## config.mk

```make
export PLATFORM = sky130hd
export DESIGN_NAME = fifo_rr_scheduler
export DESIGN_NICKNAME = d
export VERILOG_FILES = /design/src/rtl/fifo_rr_scheduler.sv
export SDC_FILE = /design/constraint.sdc
export NUM_CORES = 1
export LEC_CHECK = 0
export CAP_MARGIN = 20
export CORE_MARGIN = 3
export CORE_UTILIZATION = 41
export DETAILED_ROUTE_END_ITERATION = 10
export PLACE_DENSITY = 0.86
export SLEW_MARGIN = 40
export SYNTH_ARGS = -nofsm -noshare
export SYNTH_HDL_FRONTEND = slang
export SYNTH_SLANG_ARGS = --single-unit
```

## constraint.sdc

```tcl
create_clock -name clk_i -period 3.9 [get_ports clk_i]
set_clock_uncertainty 0.1 [all_clocks]
set_input_delay 0.78 -clock clk_i [delete_from_list [all_inputs] [get_ports clk_i]]
set_output_delay 0.78 -clock clk_i [all_outputs]
set_load 0.02 [all_outputs]
```

## src/rtl/fifo_rr_scheduler.sv

```systemverilog
// Round-robin drain of NUM_REQ source FIFOs into one valid/ready channel,
// with a per-grant burst limit, a channel enable mask and a source tag.
module fifo_rr_scheduler #(
    parameter type T = logic [31:0],
    parameter int NUM_REQ = 4,
    parameter int BURST = 4,
    localparam int SRC_W = $clog2(NUM_REQ)
) (
    input  logic               clk_i,
    input  logic               reset_i,
    input  logic [NUM_REQ-1:0] fifo_empty_i,
    input  T                   fifo_rdata_i [NUM_REQ],
    output logic [NUM_REQ-1:0] fifo_rd_en_o,
    input  logic [NUM_REQ-1:0] mask_i,
    output T                   out_data_o,
    output logic [SRC_W-1:0]   out_src_o,
    output logic               out_valid_o,
    input  logic               out_ready_i,
    output logic               busy_o
);

    localparam int CNT_W = $clog2(BURST + 1);

    typedef enum logic {
        IDLE,
        ACTIVE
    } state_t;

    state_t             state_q, state_d;
    logic [SRC_W-1:0]   cur_q, cur_d;
    logic [CNT_W-1:0]   cnt_q, cnt_d;

    logic [NUM_REQ-1:0] elig;
    logic               space;
    logic               cont;
    logic               found;
    logic               pop;
    logic [SRC_W-1:0]   idx;
    logic [SRC_W-1:0]   scan_sel;
    logic [SRC_W-1:0]   sel;

    // Eligibility, burst continuation and rotating first-eligible search from cur+1.
    always_comb begin
        elig     = ~fifo_empty_i & mask_i;
        space    = !out_valid_o || out_ready_i;
        cont     = (state_q == ACTIVE) && elig[cur_q] && (cnt_q < CNT_W'(BURST));
        scan_sel = cur_q;
        found    = 1'b0;
        idx      = '0;
        for (int k = 1; k <= NUM_REQ; k++) begin
            idx = SRC_W'((int'(cur_q) + k) % NUM_REQ);
            if (!found && elig[idx]) begin
                scan_sel = idx;
                found    = 1'b1;
            end
        end
        sel = cont ? cur_q : scan_sel;
        pop = space && (|elig) && !reset_i;
    end

    // One-hot read strobe to the granted FIFO; silent in reset or when stalled.
    always_comb begin
        fifo_rd_en_o = '0;
        if (pop) begin
            fifo_rd_en_o[sel] = 1'b1;
        end
    end

    // Next owner / burst count; backpressure holds the burst rather than breaking it.
    always_comb begin
        state_d = state_q;
        cur_d   = cur_q;
        cnt_d   = cnt_q;
        unique case (state_q)
            IDLE: begin
                if (pop) begin
                    state_d = ACTIVE;
                    cur_d   = sel;
                    cnt_d   = CNT_W'(1);
                end
            end
            ACTIVE: begin
                if (pop) begin
                    if (cont) begin
                        cnt_d = cnt_q + CNT_W'(1);
                    end else begin
                        cur_d = sel;
                        cnt_d = CNT_W'(1);
                    end
                end else if (!(|elig)) begin
                    state_d = IDLE;
                    cnt_d   = '0;
                end
            end
            default: state_d = IDLE;
        endcase
    end

    // Scheduler state; cur resets to the last index so the first search starts at 0.
    always_ff @(posedge clk_i) begin
        if (reset_i) begin
            state_q <= IDLE;
            cur_q   <= SRC_W'(NUM_REQ - 1);
            cnt_q   <= '0;
        end else begin
            state_q <= state_d;
            cur_q   <= cur_d;
            cnt_q   <= cnt_d;
        end
    end

    // Output register: load on pop, drop valid once accepted with nothing new.
    always_ff @(posedge clk_i) begin
        if (reset_i) begin
            out_valid_o <= 1'b0;
            out_data_o  <= '0;
            out_src_o   <= '0;
        end else if (pop) begin
            out_valid_o <= 1'b1;
            out_data_o  <= fifo_rdata_i[sel];
            out_src_o   <= sel;
        end else if (out_ready_i) begin
            out_valid_o <= 1'b0;
        end
    end

    assign busy_o = (state_q == ACTIVE);

endmodule

```

==> out/metrics.cfg <==
[status]
status = complete, no violations

[pwr]
finalPower_mw = 1.802
ir_worst_vdd_uv = 164.8
leakage_nw = 2.233
p_per_area_mw_per_mm2 = 328.3

[floorplan]
die_y_um = 97.99
num_rows = 32
die-area_sq_mm = 0.009602
fp.dieW_um = 97.99
start_util = 0.4355
ioPinCount = 179
core-area_sq_mm = 0.007968

[logic_synthesis]
ys_seq_area_frac = 0.2366
syn-cell-area_sq_mm = 0.003470
syn_nets = 615
ys_warn_count = 0
synth.area.top_cells = dfxtp_1 (24%), nand2b_1 (13%), nand2_1 (11%)
syn_avg_cell_area_sq_um = 7.304
synth_top_area_cell = dfxtp_1
synth.distinct_cells = 39
ys_dominant_reg_cell = dfxtp_1
synth_seq_cells = 41
synthDominantCellAreaShare = 0.2366
async_reset_ff_frac = 0
synth_cells = 475
synth_edf_count = 0

[routing]
wl_mm = 11.84
detail-route-antenna-nets = 0
vias = 4049
viasPerCell = 5.413
drt-initial-drc-count = 149
drc = 0
wl_per_cell_um = 15.83
firstDrtPassIters = 5

[global_routing]
grt_pass1_wl_mm = 18.86
track_usage = 0.2345
grt_overflow = 0
grt_pass1_vias = 4110
antenna_found_initial = 0
grt_max_degree = 131

[sta]
relSlewSlack = 0.5087
setup_ws_ps = 59.83
tightest_slew_ps = 737.0
final_hold_viol_count = 0
fin_crit_ps = 3840
post-route-period-util = 0.9847
fmax_mhz = 260.4
slew_violations = 0
setup_viol = 0

[placed_design]
port_buffers = 178
dp_hpwl_mm = 8.750
placed_area_sq_mm = 0.005371
post-place-ws_ps = -438.5
placedCellCount = 740
gp_congestion = 0.9035

[clock_network]
cts_tree = done
cts.sinks = 41
cts_setup_buffers = 0
cts-root-buf = clkbuf_8
path_clk_slew_ps = 80
cts_max_level = 2
cts_buffer_depth = 2
numCtsBuffers = 5
clk_latency_ps = 290

[worst_setup_path]
cp_slowest_cell = clkdlybuf4s50_1
cpPeakStageDelay_ps = 530
cp-end-kind = output pin
required_ps = 3020
path_class = primary input to output pin
cp_max_fo = 5
crit_chain = clkdlybuf4s50_1 -> nand2b_4 -> mux4_2 -> o21a_4 -> and4_1 -> or2_4 -> nor3_1 -> buf_2
crit_arrival_ps = 2960
start_kind = primary input

[final_layout]
postLayoutCoreUtil = 0.6891
final_cell_mix = clkdlybuf4s50_1 (172), nand2_1 (103), nand2b_1 (70), a21oi_1 (70), dfxtp_1 (40)
final_cells = 748
drive_gt1_frac = 0.1207
final_nets = 785
syn2layout_area_growth_pct = 58.24
fill_cells = 649
antenna_cells = 0
postLayoutCellArea_sq_mm = 0.005490
mostFrequentLayoutCell = clkdlybuf4s50_1

[hold_path]
hold_class = register to register

[run]
maxCapViolCount = 0

## worst paths after layout
kind | startpoint | end | slack, ps | cells past startpoint
worst max-delay path | mask_i[1] | fifo_rd_en_o[1] | 60 | 8
worst min-delay path | out_src_o[1]$_SDFFE_PP0P_ | out_src_o[1]$_SDFFE_PP0P_ | 350 | 2
worst max register to register | cur_q[1]$_SDFFE_PP1P_ | out_data_o[0]$_SDFFE_PP0P_ | 1100 | 7
worst min register to register | out_src_o[1]$_SDFFE_PP0P_ | out_src_o[1]$_SDFFE_PP0P_ | 350 | 2
## critical path: cells and delay by family
family | cells | cell delay [ps]
muxes | 1 | 480
and+or+nand+nor | 4 | 730
buffers and inverters | 2 | 720
AOI/OAI and AO/OA | 1 | 230
## kinds of logic (layout without fill, tap and decap cells)
logic type / Yosys count / in the layout / share of synthesized area
and+or+nand+nor: 214 / 214 / 0.3119
AOI/OAI and AO/OA: 143 / 143 / 0.2726
DFF: 41 / 41 / 0.2366
buffers and inverters: 39 / 210 / 0.06058
muxes: 34 / 34 / 0.1017
xor gates and xnor gates: 3 / 3 / 0.01298
adders and majority gates: 1 / 1 / 0.003606
## flip-flops by register name (all words and copies together) (netlist names)
signal,flops
busy_o,1
cur_q,2
out_valid_o,1
out_src_o,2
out_data_o,32
cnt_q,3
## Yosys cell counts (3+ instances only)
cell,instances
a21oi_1,70
nor2_1,10
nand2b_1,70
o21ai_0,33
dfxtp_1,41
buf_2,4
nand2_1,104
o211ai_2,25
nand2b_4,4
nor3_1,6
nor2b_1,4
clkbuf_1,27
nor4_1,3
mux2i_1,33
o211ai_1,7
## area by class of cell
cell class / count / area, sq um / area share
clock buffers: 8 / 80.08 / 0.01459
inverters: 2 / 7.507 / 0.001367
multi-input cells: 395 / 2500 / 0.4553
flip-flops and latches: 41 / 824.5 / 0.1502
well taps: 102 / 127.6 / 0.02325
repair buffers: 200 / 1951 / 0.3553
## stage by stage
step | TNS [ps] | hold WS (ps)
after floorplan | 0 | 356.6
final | 0 | 350.9
after global routing | -20.89 | 374.1
after global placement | -1306 | 330.5
after detailed placement | -1512 | 338.2
after CTS | 0 | 349.8
## power breakdown
group,internal (mW),switching [mW]
Combinational,0.492,0.491
Sequential,0.495,0.0446
Clock,0.128,0.152
## routing by layer
metal / up-vias / global-route usage / part of all wire
li1: 1989 / - / -
met3: 24 / 0.05071 / 0.072
met4: 0 / 0.07348 / 0.024
met1: 1863 / 0.2545 / 0.38
met5: - / 0 / 0
met2: 173 / 0.4482 / 0.53
## what timing repair did
| action | CTS | global route |
|---|---|---|
| pin swaps | 0 | 2 |
| endpoints found under the setup margin | 4 | 4 |
| hold buffers | 0 | 0 |
| resized for setup | 21 | 13 |
No activity file was read; power rests on OpenSTA's default activity.
